`config.mk`:
```
export PLATFORM = sky130hd
export DESIGN_NAME = spi_slave_8bit
export DESIGN_NICKNAME = d
export VERILOG_FILES = /design/src/rtl/spi_slave_8bit.sv
export SDC_FILE = /design/constraint.sdc
export NUM_CORES = 1
export LEC_CHECK = 0
export CAP_MARGIN = 10
export CELL_PAD_IN_SITES_DETAIL_PLACEMENT = 1
export CELL_PAD_IN_SITES_GLOBAL_PLACEMENT = 1
export CORE_AREA = 2 2 72 74
export DETAILED_ROUTE_END_ITERATION = 6
export DIE_AREA = 0 0 74 76
export DONT_BUFFER_PORTS = 1
export PLACE_DENSITY = 0.76
export SKIP_CTS_REPAIR_TIMING = 1
export SYNTH_ARGS = -nofsm -noshare
export SYNTH_HDL_FRONTEND = slang
export SYNTH_SLANG_ARGS = --single-unit
```
`constraint.sdc`:
```
create_clock -name clk -period 1.66 [get_ports clk]
set_clock_uncertainty 0.1 [all_clocks]
set_input_delay 0.332 -clock clk [delete_from_list [all_inputs] [get_ports clk]]
set_output_delay 0.332 -clock clk [all_outputs]
set_load 0.1 [all_outputs]
```
`src/rtl/spi_slave_8bit.sv`:
```
// SPI mode-0 slave, 8-bit MSB-first frames, with one-byte tx holding buffer.
// Define SPI_SLAVE_ECHO_EN to echo the last received byte when no tx byte is queued.
module spi_slave_8bit #(
    parameter int SYNC_STAGES = 2
) (
    input  logic       clk,
    input  logic       reset_n,
    input  logic       sclk,
    input  logic       cs_bar,
    input  logic       din_mosi,
    output logic       dout_miso,
    input  logic [7:0] tx_data,
    input  logic       tx_load,
    output logic       tx_ready,
    output logic [7:0] rx_data,
    output logic       rx_valid,
    output logic       frame_err,
    output logic       busy
);

    typedef enum logic [1:0] {
        IDLE,
        LOAD,
        SHIFT
    } state_t;

    state_t r_state;

    logic [SYNC_STAGES-1:0] r_sclkSync;
    logic [SYNC_STAGES-1:0] r_csSync;
    logic [SYNC_STAGES-1:0] r_mosiSync;
    logic                   r_sclkPrev;
    logic                   r_csPrev;

    logic [7:0] r_txBuf;
    logic       r_txFull;
    logic [7:0] r_txShift;
    logic [7:0] r_rxShift;
    logic [7:0] r_rxData;
    logic [2:0] r_bitCnt;
    logic       r_miso;
    logic       r_rxValid;
    logic       r_frameErr;
    logic       r_busy;

    logic       w_sclkS;
    logic       w_csS;
    logic       w_mosiS;
    logic       w_sclkRise;
    logic       w_sclkFall;
    logic       w_csFall;
    logic [7:0] w_fillByte;
    logic [7:0] w_loadByte;

    // Synchronizers reset to the bus idle levels so no false edge follows reset.
    always_ff @(posedge clk or negedge reset_n) begin
        if (!reset_n) begin
            r_sclkSync <= '0;
            r_csSync   <= '1;
            r_mosiSync <= '0;
            r_sclkPrev <= 1'b0;
            r_csPrev   <= 1'b1;
        end else begin
            r_sclkSync <= {r_sclkSync[SYNC_STAGES-2:0], sclk};
            r_csSync   <= {r_csSync[SYNC_STAGES-2:0], cs_bar};
            r_mosiSync <= {r_mosiSync[SYNC_STAGES-2:0], din_mosi};
            r_sclkPrev <= w_sclkS;
            r_csPrev   <= w_csS;
        end
    end

    assign w_sclkS    = r_sclkSync[SYNC_STAGES-1];
    assign w_csS      = r_csSync[SYNC_STAGES-1];
    assign w_mosiS    = r_mosiSync[SYNC_STAGES-1];
    assign w_sclkRise = w_sclkS & ~r_sclkPrev;
    assign w_sclkFall = ~w_sclkS & r_sclkPrev;
    assign w_csFall   = ~w_csS & r_csPrev;

`ifdef SPI_SLAVE_ECHO_EN
    assign w_fillByte = r_rxData;
`else
    assign w_fillByte = 8'h00;
`endif

    // A queued byte wins over a same-cycle tx_load; otherwise tx_load bypasses the buffer.
    assign w_loadByte = r_txFull ? r_txBuf : (tx_load ? tx_data : w_fillByte);

    always_ff @(posedge clk or negedge reset_n) begin
        if (!reset_n) begin
            r_state    <= IDLE;
            r_txBuf    <= 8'h00;
            r_txFull   <= 1'b0;
            r_txShift  <= 8'h00;
            r_rxShift  <= 8'h00;
            r_rxData   <= 8'h00;
            r_bitCnt   <= 3'd0;
            r_miso     <= 1'b0;
            r_rxValid  <= 1'b0;
            r_frameErr <= 1'b0;
            r_busy     <= 1'b0;
        end else begin
            r_rxValid  <= 1'b0;
            r_frameErr <= 1'b0;
            if (tx_load) begin
                r_txBuf  <= tx_data;
                r_txFull <= 1'b1;
            end
            if (w_csS) begin
                if (r_state == SHIFT && r_bitCnt != 3'd0) begin
                    r_frameErr <= 1'b1;
                end
                r_state   <= IDLE;
                r_busy    <= 1'b0;
                r_miso    <= 1'b0;
                r_bitCnt  <= 3'd0;
                r_rxShift <= 8'h00;
            end else begin
                case (r_state)
                    IDLE: begin
                        if (w_csFall) begin
                            r_state <= LOAD;
                            r_busy  <= 1'b1;
                        end
                    end
                    LOAD: begin
                        r_txShift <= w_loadByte;
                        r_miso    <= w_loadByte[7];
                        r_txFull  <= r_txFull & tx_load;
                        r_bitCnt  <= 3'd0;
                        r_state   <= SHIFT;
                    end
                    SHIFT: begin
                        if (w_sclkRise) begin
                            r_rxShift <= {r_rxShift[6:0], w_mosiS};
                            r_bitCnt  <= r_bitCnt + 3'd1;
                            if (r_bitCnt == 3'd7) begin
                                r_rxData  <= {r_rxShift[6:0], w_mosiS};
                                r_rxValid <= 1'b1;
                                r_state   <= LOAD;
                            end
                        // The fall before the first rise of a byte already shows its MSB.
                        end else if (w_sclkFall && r_bitCnt != 3'd0) begin
                            r_txShift <= {r_txShift[6:0], 1'b0};
                            r_miso    <= r_txShift[6];
                        end
                    end
                    default: begin
                        r_state <= IDLE;
                        r_busy  <= 1'b0;
                    end
                endcase
            end
        end
    end

    assign dout_miso = r_miso;
    assign tx_ready  = ~r_txFull;
    assign rx_data   = r_rxData;
    assign rx_valid  = r_rxValid;
    assign frame_err = r_frameErr;
    assign busy      = r_busy;

endmodule

```
# Word level (Yosys, flattened, before mapping)
# Index checks and enable logic that the tools add are counted.
# classes
bitwise,8
n_mux,32
reduce_logical,16
add_sub_neg,1
eq_ne,11
# op_table
operator,n
2-to-1 mux 7 bit,5
2-to-1 mux 8 bit,2
2-to-1 mux 1 bit,14
case mux 7 bit (2 select lines),1
"inequality test 3 bit, second input constant",3
2-to-1 mux 2 bit,4
AND reduction 4 bit,2
2-to-1 mux 3 bit,2
"inequality test 3 x 2 -> 1 bit, second input constant",2
case mux 2 bit (3 select lines),1
case mux 3 bit (2 select lines),1
AND reduction 2 bit,3
AND reduction 3 bit,2
nonzero test 2 bit,3
nonzero test 3 bit,2
bitwise AND 1 bit,4
"inequality test 2 x 1 -> 1 bit, second input constant",2
inverter 1 bit,4
case mux 1 bit (2 select lines),2
"adder 3 x 1 -> 3 bit, second input constant",1
"== test 3 bit, second input constant",1
"== test 2 x 1 -> 1 bit, second input constant",1
"== test 2 bit, second input constant",1
logical AND 1 bit,2
3 further kinds,3
# totals
input_bits,14
output_inout_bits,13
ff_bits,48
word_cells,84

# Depth between registers and ports, before layout
# Gate-level depths: netlist of the first run.
# depth
depth_word,7
ltp_mapped,7
mapped_depth_nobuf,6

# Worst setup path before layout of the first run
# Ideal clock, no wire load.
# synth_path
path_type,flip-flop to flip-flop
from,reg r_state[0]
to,"reg r_rxData[0], in the netlist rx_data[0]"
arrival_time_ns,1.472
setup_time_ns,0.128
slack_ns,-0.040
stages_incl_launch_ff,7
required_ns,1.432
path_cell_list,dfrtp_1 inv_1 ha_1 nand3b_1 nor3b_1 buf_4 mux2_1
# synth_via
elab_chain_len,2
# synth_lines
item,line,text
from (decl),27,state_t r_state;
from (signal assigned),90,r_state <= IDLE;
from (signal assigned),112,r_state <= IDLE;
from (signal assigned),121,r_state <= LOAD;
== test 2 bit,118,case (r_state)
AND reduction 4 bit (no source line),--,
to (signal assigned),137,"r_rxData <= {r_rxShift[6:0], w_mosiS};"
to (decl),39,logic [7:0] r_rxData;
# No other way between the ends.
# A chain may end at the register's enable or synchronous reset.

# Worst setup path after layout of the first run
# layout_path
from,reg r_state[1]
to,"reg r_miso, in the netlist dout_miso"
# layout_via
elab_chain_len,3
elab_cells_between_ends,8
# layout_lines
item,line,text
== test 2 bit or == test 2 x 1 -> 1 bit (tied branches),118,
inequality test 3 x 2 -> 1 bit (no source line) (tied with other cells),--,
AND reduction 3 bit (no source line) or 2-to-1 mux 1 bit (tied branches),--,
to (signal assigned),127,r_miso <= w_loadByte[7];
to (signal assigned),144,r_miso <= r_txShift[6];
to (decl),41,logic r_miso;
# Several ways; a longest one is shown, not always the timed one.

==> impl_metrics.tcl, run 1 <==
set metrics [dict create \
    status "finished, violations left" \
    violations "setup timing" \
    setup_violations 16 \
    wl_microns 4530 \
    utilization 0.535 \
    worst_ir_drop_vdd_mv 0.661 \
    cp.arrival_ns 1.91 \
    syn-cell-area_sq_mm 0.00211 \
    synth-edff-count 0 \
    drive_gt1_frac 0.329 \
    cts.sinks 48 \
    worst_pin_slew_ns 0.299 \
    grt_pass1_vias 1541 \
    hold_class "in2reg" \
    cp-start-kind "flip-flop" \
    path_clk_slew_ns 0.09 \
    p_per_area_mw_per_mm2 1180 \
    area_delta_synth_final_pct 24.5 \
    fillers 512 \
    grt.total_usage 0.165 \
    multi_input_area_sq_um 902 \
    drt_iter0_markers 69 \
    max_freq_mhz 559 \
    fp.dieH_microns 76 \
    drt_first_pass_iters 4 \
    synth_area_leaders "dfrtp_1 53%, mux2_1 8.0%, mux2_4 4.3%, ha_1 4.1%, nand2_1 4.1%" \
    ant_nets 0 \
    layout.area.seq_sq_mm 0.00121 \
    cp_common_cell "buf_4" \
    initial_core_util 0.430 \
    clk_latency_ns 0.29 \
    final_cell_mix "44 x dfrtp_1, 23 x nand2_1, 23 x buf_4, 15 x a21oi_1, 14 x mux2_4" \
    seq_power_share 0.458 \
    slew_viol_final 0 \
    num_rows 26 \
    cp_max_fo 3 \
    pwr-share-clk 0.234 \
    cts.root.buffer_cell "clkbuf_8" \
    dieArea_sq_mm 0.00562 \
    yosysTopAreaCell "dfrtp_1" \
    portBuffers 0 \
    switching_share 0.323 \
    pre_cts_slack_ns -0.118 \
    post_drt_wl_per_cell_microns 16.0 \
    synth_warnings 0 \
    synth_top_area_frac 0.533 \
    hold_viol_final 0 \
    power.leakage_uw 0.00119 \
    syn_avg_cell_area_sq_um 11.7 \
    ys_dominant_reg_cell "dfrtp_1" \
    maxSlewHeadroom 0.800 \
    cts_max_level 2 \
    antenna_found_initial 0 \
    drc 0 \
    routabilityCongestion 0.770 \
    setup_ws_ns -0.128 \
    slowest_delay_ns 0.43 \
    grt_max_degree 49 \
    numCtsBuffers 5 \
    tritoncts "built" \
    nets 233 \
    synth_fp_nets 202 \
    drv_cap 0 \
    syn_inst 181 \
    grt_pass1_wl_microns 7240 \
    io_pins 27 \
    rsz0062_at_grt "yes" \
    cp_slowest_cell "dfrtp_1" \
    die-width_microns 74 \
    pwr-share-comb 0.308 \
    synthArstFlopShare 1.00 \
    dp_hpwl_microns 3120 \
    worstPathCellList "inv_1 -> ha_2 -> nor2b_2 -> a41oi_2 -> buf_4 -> buf_4 -> a221o_1 -> a21oi_1" \
    worstSetupEndpointType "flip-flop" \
    final_common_cell "dfrtp_1" \
    seq_area_frac_synth 0.570 \
    period_share 1.08 \
    yosysUniqueCellTypes 29 \
    clk_path_buf_depth 2 \
    crit_type "reg2reg" \
    p_sw_uw 1010 \
    viasPerCell 5.08 \
    n_antenna_cell 0 \
    p_int_uw 2110 \
    ys_seq_elements 48 \
    grt_overflow 0 \
    core_sq_mm 0.00491 \
    cp.required_ns 1.79 \
    via_count 1438 \
    fin_crit_ns 1.79 \
]
-- state kept, by name (all words and copies together) (netlist names), 2 cells and up --
register	count
rx_data	8
r_state	2
r_mosiSync	2
r_csSync	2
r_bitCnt	3
r_sclkSync	2
r_txBuf	8
r_txShift	7
r_rxShift	7
-- synthesized netlist by cell type (4+ instances only) --
| cell | instances |
|---|---|
| dfrtp_1 | 45 |
| nand2_1 | 23 |
| a21oi_1 | 17 |
| mux2_1 | 15 |
| ha_1 | 7 |
| inv_1 | 7 |
| mux2_4 | 6 |
| nor2_1 | 6 |
| a31oi_1 | 5 |
| and2_1 | 5 |
| buf_2 | 5 |
| o21ai_0 | 5 |
| nand2b_1 | 4 |
-- per-layer routing --
layer | vias to the layer above | wire [microns] | GRT usage
met5 | - | 0 | 0
met4 | 0 | 27 | 0.0327
met3 | 4 | 208 | 0.0463
met1 | 739 | 1830 | 0.206
met2 | 27 | 2460 | 0.282
li1 | 668 | - | -
-- worst max-delay path, delay by kind of cell, from the launching register on --
| family | cells | cell delay (ns) |
|---|---|---|
| adder cells (fa/ha/maj) | 1 | 0.17 |
| AO/OA/AOI/OAI | 3 | 0.47 |
| flip-flops | 1 | 0.43 |
| AND/OR/NAND/NOR | 1 | 0.16 |
| buffers and inverters | 3 | 0.39 |
-- power by group through the flow --
stage                     sequential [uW]  combinational, uW  clock, uW
after floorplan                      1510                540          0
after global placement               1430                813          0
after detailed placement             1440                861          0
after CTS                            1420                867        761
after global routing                 1440               1040        806
final                                1420                959        729
-- cells by family (layout without fill, tap and decap cells) --
logic type,Yosys count,after routing,synth area share
flops,48,48,0.570
mux,25,25,0.143
simple gates,53,53,0.125
buf+inv,18,50,0.0367
fa+ha+maj,8,8,0.0462
compound gates,29,29,0.0793
-- stage by stage --
step           hold slack, ns  power [uW]  std cells  TNS [ns]  instance area, sq um
4_1_cts                -0.395        3050        275     -2.06                  2440
5_1_grt                0.0517        3290        283     -3.13                  2630
6_report               0.0655        3110        283     -1.64                  2630
2_1_floorplan         -0.0636        2050        181   -0.0594                  2120
3_3_place_gp          -0.0617        2240        267    -0.679                  2350
3_5_place_dp          -0.0617        2300        267     -1.51                  2350
-- final timing paths --
path                                    start            end  slack [ns]  cells after the start
worst max-delay path               r_state[1]      dout_miso       -0.13                      8
worst min-delay path               tx_data[3]     r_txBuf[3]        0.07                      1
worst max register to register     r_state[1]      dout_miso       -0.13                      8
worst min register to register  r_sclkSync[0]  r_sclkSync[1]        0.25                      0
max in group asynchronous             reset_n    r_csSync[0]        0.76                      2
min in group asynchronous             reset_n      frame_err        0.44                      2
-- area by class of cell --
cell class	count	area share
Sequential cell	48	0.459
Clock inverter	2	0.00571
Clock buffer	6	0.0314
Tap cell	70	0.0333
Inverter	9	0.0138
Multi-Input combinational cell	115	0.343
Timing Repair Buffer	33	0.114
Note: power is estimated with default switching activity, not from simulation.
==> run 2, diff against run 1 <==
--- a/config.mk
+++ b/config.mk
@@ -14,6 +14,7 @@
 export DONT_BUFFER_PORTS = 1
 export PLACE_DENSITY = 0.76
 export SKIP_CTS_REPAIR_TIMING = 1
+export SLEW_MARGIN = 0
 export SYNTH_ARGS = -nofsm -noshare
 export SYNTH_HDL_FRONTEND = slang
 export SYNTH_SLANG_ARGS = --single-unit
==> results of run 2 <==
Final layout, timing and power as in run 1 (identical DEF).
==> run 3, diff against run 2 <==
--- a/config.mk
+++ b/config.mk
@@ -8,11 +8,12 @@
 export CAP_MARGIN = 10
 export CELL_PAD_IN_SITES_DETAIL_PLACEMENT = 1
 export CELL_PAD_IN_SITES_GLOBAL_PLACEMENT = 1
-export CORE_AREA = 2 2 72 74
+export CORE_AREA = 2 2 71 73
+export CTS_BUF_LIST = sky130_fd_sc_hd__clkbuf_8
 export DETAILED_ROUTE_END_ITERATION = 6
-export DIE_AREA = 0 0 74 76
+export DIE_AREA = 0 0 73 75
 export DONT_BUFFER_PORTS = 1
-export PLACE_DENSITY = 0.76
+export PLACE_DENSITY = 0.77
 export SKIP_CTS_REPAIR_TIMING = 1
 export SLEW_MARGIN = 0
 export SYNTH_ARGS = -nofsm -noshare
==> impl_metrics.tcl, run 3 (synthesis results as in run 1) <==
set metrics [dict create \
    grt.total_usage 0.173 \
    p_int_uw 2160 \
    p_sw_uw 1020 \
    violations "setup timing" \
    crit_type "reg2reg" \
    cp-start-kind "flip-flop" \
    pwr-share-comb 0.327 \
    reg2reg_from "r_state[0]" \
    numPlacedInstances 253 \
    reg2reg_to "r_txShift[2]" \
    core_sq_mm 0.00466 \
    final_common_cell "dfrtp_1" \
    setup_ws_ns -0.160 \
    seq_power_share 0.448 \
    final_cell_mix "44 x dfrtp_1, 26 x buf_4, 23 x nand2_1, 15 x a21oi_1, 14 x mux2_4" \
    cts.sinks 48 \
    switching_share 0.322 \
    grt_max_degree 49 \
    drt_first_pass_iters 4 \
    drv_cap 0 \
    worstSetupEndpointType "flip-flop" \
    io_pins 27 \
    portBuffers 0 \
    pwr-share-clk 0.224 \
    worstHoldEndpoint "r_txBuf[6]" \
    antenna_found_initial 0 \
    drc 0 \
    cp.arrival_ns 1.91 \
    worst_pin_slew_ns 0.297 \
    max_freq_mhz 549 \
    hold_start "tx_data[6]" \
    dieArea_sq_mm 0.00548 \
    ant_nets 0 \
    dp_hpwl_microns 3090 \
    die-width_microns 73 \
    fp.dieH_microns 75 \
    reg2reg_slack_ns -0.16 \
    slew_viol_final 0 \
    nets 237 \
    cp.required_ns 1.75 \
    status "finished, violations left" \
    path_clk_slew_ns 0.09 \
    worst_r2r_path_depth 7 \
    wl_microns 4630 \
    post_drt_wl_per_cell_microns 17.1 \
    setup_violations 16 \
    routabilityCongestion 0.793 \
    grt_pass1_wl_microns 7070 \
    fin_crit_ns 1.82 \
    grt_pass1_vias 1460 \
    clk_path_buf_depth 2 \
    finalNonFillerCells 271 \
    drt_iter0_markers 50 \
    cts_max_level 2 \
    whs_path_depth 1 \
    rsz0062_at_grt "yes" \
    viasPerCell 5.29 \
    tritoncts "built" \
    initial_core_util 0.453 \
    setup_tns_ns -1.99 \
    cp_max_fo 7 \
    hold_viol_final 0 \
    numCtsBuffers 5 \
    worst_ir_drop_vdd_mv 0.643 \
    power.leakage_uw 0.00122 \
    period_share 1.10 \
    cts.root.buffer_cell "clkbuf_8" \
    grt_overflow 0 \
    num_rows 25 \
    n_antenna_cell 0 \
    via_count 1434 \
    area_delta_synth_final_pct 26.8 \
    drive_gt1_frac 0.336 \
    maxSlewHeadroom 0.802 \
    clk_latency_ns 0.30 \
    p_per_area_mw_per_mm2 1190 \
    hold_class "in2reg" \
    pre_cts_slack_ns -0.155 \
]
run 3: cell count changes in the layout (fill, tap and decap cells not counted), sizes merged:
cell	previous run	this run
inv	9	10
buf	29	33
clkinvlp	2	1
run 3: final cells by class:
| class | instances | area, sq um |
|---|---|---|
| clock buffers | 6 | 82.6 |
| clock inverters | 2 | 11.3 |
| fillers | 479 | 1980 |
| inverters | 9 | 33.8 |
| multi-input cells | 115 | 908 |
| flip-flops and latches | 48 | 1210 |
| well taps | 54 | 67.6 |
| repair buffers | 37 | 369 |
run 3: stage by stage:
step                cell area, sq um   util  hold slack [ns]  power (uW)
global placement                2380  0.511          -0.0621        2250
detailed placement              2380  0.511          -0.0624        2300
floorplan                       2120      -          -0.0636        2050
global route                    2680  0.575           0.0479        3360
finish                          2680  0.575           0.0612        3180
CTS                             2470  0.531           -0.393        3030
run 3: power groups by stage:
stage	Clock, uW	Combinational (uW)	Sequential (uW)
floorplan	0	540	1510
global placement	0	823	1420
detailed placement	0	860	1440
CTS	740	871	1420
global route	777	1130	1450
finish	714	1040	1430
run 3: how the worst max path moves through the flow:
| stage | startpoint | endpoint | slack (ns) |
|---|---|---|---|
| after detailed placement | r_state[0] | rx_data[4] | -0.16 |
| after global routing | r_state[0] | rx_data[7] | -0.21 |
| after global placement | r_state[0] | rx_data[7] | -0.04 |
| after CTS | r_state[0] | rx_data[4] | -0.19 |
| final | r_state[0] | r_txShift[2] | -0.16 |
| after floorplan | r_state[1] | r_txShift[0] | -0.006 |
run 3: routing by layer:
layer / part of all wire / vias up / track usage
li1: - / 678 / -
met1: 0.45 / 728 / 0.222
met2: 0.50 / 24 / 0.288
met3: 0.039 / 4 / 0.0522
met4: 0.0074 / 0 / 0.0432
met5: 0 / - / 0
run 3: critical path: stages, from the launching register on:
cell     delay [ns]
dfrtp_1        0.41
buf_6          0.13
ha_2           0.18
nor2b_1        0.14
a41oi_2        0.25
nor2_4         0.07
buf_12         0.14
mux2_4         0.29
